`src/rtl/verificador_bitmap.sv`:
```
// Walks the set bits of a head-entry bitmap and probes cluster memory for each one.
// A hash match or a memory timeout flags the entry as suspect.
module verificador_bitmap #(
  parameter  int NUM_CLUSTERS  = 8,
  parameter  int TAM_ENDERECO  = 2,
  parameter  int TAM_HASH_DOIS = 8,
  parameter  int TIMEOUT       = 15,
  localparam int IDX           = $clog2(NUM_CLUSTERS)
) (
  input  logic                        clk,
  input  logic                        reset,
  input  logic                        saida_valida,
  input  logic [NUM_CLUSTERS-1:0]     bitmap_atual,
  input  logic [TAM_ENDERECO-1:0]     endereco_atual,
  input  logic [TAM_HASH_DOIS-1:0]    hash_atual,
  output logic [NUM_CLUSTERS-1:0]     bitmap_atualizado,
  output logic                        zero,
  output logic                        suspeito,
  output logic                        mem_req,
  output logic [IDX+TAM_ENDERECO-1:0] mem_endereco,
  input  logic                        mem_valido,
  input  logic [TAM_HASH_DOIS-1:0]    mem_hash,
  output logic [15:0]                 contagem_suspeitos
);

  localparam int CW = $clog2(TIMEOUT + 1);
  localparam logic [CW-1:0] TMO = CW'(TIMEOUT);

  typedef enum logic [1:0] {
    OCIOSO,
    BUSCA,
    DECIDE
  } estado_t;

  estado_t                  r_state, w_state_n;
  logic [IDX-1:0]           r_idx, w_idx_n;
  logic [CW-1:0]            r_cnt, w_cnt_n;
  logic                     r_tmo, w_tmo_n;
  logic [TAM_HASH_DOIS-1:0] r_hash, w_hash_n;
  logic [15:0]              r_cont;

  logic [IDX-1:0]          w_low;
  logic [CW-1:0]           w_cnt_inc;
  logic [NUM_CLUSTERS-1:0] w_clr;
  logic                    w_req, w_zero, w_susp;
  logic [NUM_CLUSTERS-1:0] w_bmp;

  // Descending scan so the lowest set bit wins
  always_comb begin
    w_low = '0;
    for (int i = NUM_CLUSTERS - 1; i >= 0; i--) begin
      if (bitmap_atual[i]) w_low = IDX'(i);
    end
  end

  assign w_cnt_inc = r_cnt + CW'(1);
  assign w_clr     = bitmap_atual & ~(NUM_CLUSTERS'(1) << r_idx);

  always_comb begin
    w_state_n = r_state;
    w_idx_n   = r_idx;
    w_cnt_n   = r_cnt;
    w_tmo_n   = r_tmo;
    w_hash_n  = r_hash;
    w_req     = 1'b0;
    w_zero    = 1'b0;
    w_susp    = 1'b0;
    w_bmp     = bitmap_atual;
    if (!reset) begin
      unique case (r_state)
        OCIOSO: begin
          if (saida_valida) begin
            if (bitmap_atual == '0) begin
              w_zero = 1'b1;
            end else begin
              w_idx_n   = w_low;
              w_cnt_n   = '0;
              w_state_n = BUSCA;
            end
          end
        end
        BUSCA: begin
          w_req = 1'b1;
          if (mem_valido) begin
            w_hash_n  = mem_hash;
            w_tmo_n   = 1'b0;
            w_state_n = DECIDE;
          end else begin
            w_cnt_n = w_cnt_inc;
            if (w_cnt_inc == TMO) begin
              w_tmo_n   = 1'b1;
              w_state_n = DECIDE;
            end
          end
        end
        DECIDE: begin
          w_state_n = OCIOSO;
          if (r_tmo || (r_hash == hash_atual)) begin
            w_susp = 1'b1;
          end else begin
            w_bmp  = w_clr;
            w_zero = (w_clr == '0);
          end
        end
        default: w_state_n = OCIOSO;
      endcase
    end
  end

  always_ff @(posedge clk) begin
    if (reset) begin
      r_state <= OCIOSO;
      r_idx   <= '0;
      r_cnt   <= '0;
      r_tmo   <= 1'b0;
      r_hash  <= '0;
      r_cont  <= '0;
    end else begin
      r_state <= w_state_n;
      r_idx   <= w_idx_n;
      r_cnt   <= w_cnt_n;
      r_tmo   <= w_tmo_n;
      r_hash  <= w_hash_n;
      if (w_susp && (r_cont != 16'hFFFF)) r_cont <= r_cont + 16'd1;
    end
  end

  assign bitmap_atualizado  = w_bmp;
  assign zero               = w_zero;
  assign suspeito           = w_susp;
  assign mem_req            = w_req;
  assign mem_endereco       = {r_idx, endereco_atual};
  assign contagem_suspeitos = r_cont;

endmodule

```
`config.mk`:
```
export PLATFORM = sky130hd
export DESIGN_NAME = verificador_bitmap
export DESIGN_NICKNAME = d
export VERILOG_FILES = /design/src/rtl/verificador_bitmap.sv
export SDC_FILE = /design/constraint.sdc
export NUM_CORES = 1
export LEC_CHECK = 0
export BUFFER_PORTS_ARGS = -buffer_cell sky130_fd_sc_hd__buf_4
export CELL_PAD_IN_SITES_DETAIL_PLACEMENT = 0
export CELL_PAD_IN_SITES_GLOBAL_PLACEMENT = 1
export CORE_AREA = 2 2 87 89
export DETAILED_ROUTE_END_ITERATION = 6
export DIE_AREA = 0 0 89 91
export HOLD_SLACK_MARGIN = 0.03
export PLACE_DENSITY = 0.65
export SLEW_MARGIN = 20
export SYNTH_ARGS = -nofsm -noshare
export SYNTH_HDL_FRONTEND = slang
export SYNTH_SLANG_ARGS = --single-unit
```
`constraint.sdc`:
```
create_clock -name clk -period 2.5 [get_ports clk]
set_clock_uncertainty 0.2 [all_clocks]
set_input_delay 0.375 -clock clk [delete_from_list [all_inputs] [get_ports clk]]
set_output_delay 0.375 -clock clk [all_outputs]
set_load 0.02 [all_outputs]
```
# After elaboration in Yosys (flattened, before gate mapping)
# Index checks and enable logic that the tools add are counted.
[totals] input_bits=30 ff_bits=34
[op_classes] n_addsub=2 bitwise_logic=3 n_eq_ne=9 reduce_logical=12 muxes=32 shift=1
[ops] operator="3-bit 2-to-1 mux" n=8
[ops] operator="8-bit 2-to-1 mux" n=3
[ops] operator="16-bit by 1-bit adder with 16-bit output (second input constant)" n=1
[ops] operator="8-bit zero test" n=2
[ops] operator="16-bit != test (second input constant)" n=1
[ops] operator="4-bit 2-to-1 mux" n=3
[ops] operator="1-bit 2-to-1 mux" n=11
[ops] operator="8-bit AND" n=1
[ops] operator="8-bit == test" n=1
[ops] operator="2-bit 2-to-1 mux" n=4
[ops] operator="8-bit inverter" n=1
[ops] operator="4-bit case mux with 2 select lines" n=1
[ops] operator="1-bit by 3-bit left shift with 8-bit output (first input constant)" n=1
[ops] operator="2-bit != test (second input constant)" n=3
[ops] operator="3-bit AND reduction" n=2
[ops] operator="4-bit by 1-bit adder with 4-bit output (second input constant)" n=1
[ops] operator="4-bit == test (second input constant)" n=1
[ops] operator="2-bit case mux with 2 select lines" n=1
[ops] operator="2-bit AND reduction" n=2
[ops] operator="4-bit AND reduction" n=1
[ops] operator="2-bit nonzero test" n=2
[ops] operator="3-bit != test (second input constant)" n=1
[ops] operator="2-bit by 1-bit == test with 1-bit output (second input constant)" n=1
[ops] operator="2-bit == test (second input constant)" n=1
[ops] operator="5 further kinds" n=5

# Logic depth before layout (Yosys ltp)
[logic_depth] word_depth=8 depth_mapped=8 ltp_nobuf=6

# Worst setup path after synthesis
# OpenSTA, ideal clock, no wires.
[synth_path] kind="reg-to-output" start="reg r_idx[1]" end="out zero" arrival_ns=1.924 path_stages_with_launch=7 setup_slack_ns=0.001 n_path_buf=1 path_cell_list="dfxtp_1 -> clkbuf_1 -> mux2i_1 -> a22o_1 -> a21oi_1 -> or3_1 -> o21ai_0"
[synth_via] elab_chain_len=7
[synth_lines] element="start, declared" line="36" text="logic [IDX-1:0] r_idx, w_idx_n;"
[synth_lines] element="start signal, assigned" line="120" text="r_idx <= w_idx_n;"
[synth_lines] element="1-bit by 3-bit left shift with 8-bit output" line="57" text="assign w_clr = bitmap_atual & ~(NUM_CLUSTERS'(1) << r_idx);"
[synth_lines] element="8-bit inverter" line="57"
[synth_lines] element="8-bit AND" line="57"
[synth_lines] element="8-bit zero test" line="102" text="w_zero = (w_clr == '0);"
[synth_lines] element="1-bit 2-to-1 mux" line="98" text="if (r_tmo || (r_hash == hash_atual)) begin"
[synth_lines] element="1-bit case mux with 2 select lines" line="70" text="unique case (r_state)"
[synth_lines] element="1-bit 2-to-1 mux" line="69" text="if (!reset) begin"
[synth_lines] element="end, declared" line="17" text="output logic zero,"
# Every way passes these cells.

# Worst setup path after layout
[layout_path] start="reg r_hash[5]" end="out bitmap_atualizado[6]"
[layout_via] elab_chain_len=5
[layout_lines] element="start, declared" line="39" text="logic [TAM_HASH_DOIS-1:0] r_hash, w_hash_n;"
[layout_lines] element="start signal, assigned" line="123" text="r_hash <= w_hash_n;"
[layout_lines] element="8-bit == test" line="98"
[layout_lines] element="1-bit logical OR" line="98"
[layout_lines] element="8-bit 2-to-1 mux" line="98"
[layout_lines] element="8-bit 2-to-1 mux" line="70"
[layout_lines] element="8-bit 2-to-1 mux" line="69"
[layout_lines] element="end, declared" line="16" text="output logic [NUM_CLUSTERS-1:0] bitmap_atualizado,"
# Every way passes these cells.

==> results.sh <==
export IMPL_status="finished, final reports clean"
export IMPL_crit_required_ns=1.92
export IMPL_area_delta_synth_final_pct=36.54
export IMPL_ys_flop_type="dfxtp_1"
export IMPL_drc=0
export IMPL_grt_max_degree=23
export IMPL_yosysMostFrequentCell="dfxtp_1"
export IMPL_grt_pass1_wl_um=9418
export IMPL_wire_per_inst_um=13.54
export IMPL_finalCriticalPeriod_ns=2.410
export IMPL_routabilityCongestion=0.7734
export IMPL_drt_iter0_markers=99
export IMPL_synth_cell_types=56
export IMPL_synth_edff_count=0
export IMPL_path_clk_slew_ns=0.07
export IMPL_ys_seq_area_share_pct=32.69
export IMPL_synth_async_reset_ratio_pct=0
export IMPL_start_kind="flop"
export IMPL_antenna_diode_count=0
export IMPL_setup_violations=0
export IMPL_hold_slack_ns=0.1287
export IMPL_root_buffer="clkbuf_8"
export IMPL_cts_buffers=5
export IMPL_ant_nets=0
export IMPL_antenna_found_initial=0
export IMPL_r2r_end="contagem_suspeitos[13]"
export IMPL_core_sq_um=7137
export IMPL_critPathArrivalTime_ns=1.84
export IMPL_die_width_um=89
export IMPL_first_global_vias=1984
export IMPL_cts_sinks=34
export IMPL_num_vias=2149
export IMPL_hpwl_um=4441
export IMPL_pin_count=62
export IMPL_ys_warn_count=0
export IMPL_via_per_inst=4.986
export IMPL_fin_nets=364
export IMPL_yosys_register_bits=34
export IMPL_hold_viol=0
export IMPL_num_rows=31
export IMPL_hp_class="in2reg"
export IMPL_r2r_start="r_hash[1]"
export IMPL_design_area_sq_um=2843
export IMPL_slew_headroom_pct=75.03
export IMPL_end_kind="output pin"
export IMPL_port_buffer_count=57
export IMPL_total_power_mw=1.190
export IMPL_synth_top_cells_by_count="dfxtp_1, a21oi_1, nor2_1"
export IMPL_min_from="mem_hash[6]"
export IMPL_synthCells=262
export IMPL_die_area_sq_um=8099
export IMPL_synth_top_area_share_pct=32.69
export IMPL_synthTopCellsByArea="dfxtp_1, a21oi_1, nand3_1"
export IMPL_min_to="r_hash[6]"
export IMPL_clock_latency_ns=0.29
export IMPL_drv_slew=0
export IMPL_cts_tree="yes"
export IMPL_fill_cells=782
export IMPL_cts_htree_levels=2
export IMPL_synth_fp_nets=295
export IMPL_cp_max_fo=5
export IMPL_worst_pin_slew_ns=0.3737
export IMPL_track_usage_pct=14.41
export IMPL_rr_worst_depth=7
export IMPL_syn_area_sq_um=2082
export IMPL_drive_gt1_share_pct=33.73
export IMPL_wl_um=5835
export IMPL_p_leak_nw=1.087
export IMPL_synth_top_area_cell="dfxtp_1"
export IMPL_first_pass_iters=4
export IMPL_grt_overflow=0
export IMPL_cts_path_max_buffers=2
export IMPL_rrSetupSlack_ns=0.17
export IMPL_fp_dieH_um=91
export IMPL_vdd_drop_max_uv=147.0
export IMPL_path_class="reg2out"
export IMPL_synth_area_per_cell_sq_um=7.947
export IMPL_fmax_mhz=414.9
export IMPL_start_util_pct=29.17
export IMPL_whs_path_depth=3
export IMPL_power_density_nw_per_um2=418.7
export IMPL_period_share_pct=96.42
export IMPL_placed_area_sq_um=2669
export IMPL_drv_cap=0
[placed cells by master, fill, tap and decap left out, drive strengths merged, types with 3 or more instances in the layout]
| master | n |
|---|---|
| a21oi | 29 |
| a31oi | 7 |
| buf | 76 |
| clkbuf | 7 |
| dfxtp | 34 |
| ha | 3 |
| inv | 10 |
| mux2 | 4 |
| mux2i | 3 |
| nand2 | 22 |
| nand3 | 22 |
| nand4 | 5 |
| nor2 | 26 |
| nor2b | 7 |
| nor3 | 3 |
| nor4 | 3 |
| o21ai | 11 |
| o31ai | 4 |
| or3 | 8 |
| or4 | 6 |
| xor2 | 6 |
[cells by family after synthesis]
family / after synthesis / share of synthesized area (%)
AOI/OAI and AO/OA: 69 / 21.22
adders and majority gates: 3 / 1.803
buffers and inverters: 24 / 6.610
xor gates and xnor gates: 8 / 3.366
DFF: 34 / 32.69
muxes: 7 / 3.966
and+or+nand+nor: 117 / 30.35
[area by class of cell]
type,count,area (sq um),area share [%]
clock buffers,7,86.33,3.037
multi-input cells,204,1329,46.74
inverters,10,37.54,1.320
well taps,99,123.9,4.357
clock inverters,1,5.005,0.1761
repair buffers,76,574.3,20.20
flip-flops and latches,34,686.9,24.16
[per-stage QoR]
step           utilization (%)  setup slack, ns  cells  setup TNS [ns]
2_1_floorplan                -        0.0008866    262               0
6_report                 39.83          0.08956    431               0
4_1_cts                  38.69         0.001350    430               0
3_5_place_dp             37.39          0.04022    422               0
5_1_grt                  39.83         -0.01734    431        -0.01734
3_3_place_gp             37.39          0.05056    422               0
[metal layers]
| metal | vias up | global-route usage [%] | wire length (um) |
|---|---|---|---|
| met2 | 67 | 22.08 | 2617 |
| li1 | 1095 | - | - |
| met3 | 8 | 2.455 | 318 |
| met5 | - | 0 | 0 |
| met4 | 0 | 5.473 | 97 |
| met1 | 979 | 20.00 | 2801 |
[flip-flops by register name, summed over array words and instances (netlist names)]
register / cells
contagem_suspeitos: 16
r_cnt: 4
r_hash: 8
r_idx: 3
r_state: 2
r_tmo: 1
[worst max-delay path by stage]
stage | start | slack [ns] | cells past startpoint | end
2_1_floorplan | r_idx[1] | 0.0009 | 6 | zero
6_report | r_hash[5] | 0.09 | 6 | bitmap_atualizado[6]
4_1_cts | r_hash[6] | 0.001 | 6 | bitmap_atualizado[2]
3_5_place_dp | hash_atual[6] | 0.04 | 7 | contagem_suspeitos[10]
3_3_place_gp | hash_atual[6] | 0.05 | 7 | contagem_suspeitos[10]
5_1_grt | r_hash[0] | -0.02 | 6 | bitmap_atualizado[6]
[what timing repair did]
| item | in CTS | in global routing |
|---|---|---|
| hold buffers | 0 | 0 |
| resized for setup | 1 | 17 |
| setup buffers | 0 | 1 |
| cloned | 0 | 0 |
| setup endpoints to repair | 1 | 10 |
| pin swaps | 0 | 7 |
[critical path, cell delays in order, from the launching register on]
cell and delay, ns:
dfxtp_1 0.38, xor2_2 0.20, nor4_4 0.07, a41oi_2 0.20
nand2_2 0.14, o41a_1 0.41, buf_6 0.14
[power breakdown]
part	leakage [nW]	switching [mW]	internal (mW)
Combinational	0.762	0.105	0.0904
Sequential	0.277	0.0149	0.553
Clock	0.0482	0.205	0.222
Total	1.09	0.325	0.866
Power figures use the tool's default switching activity.
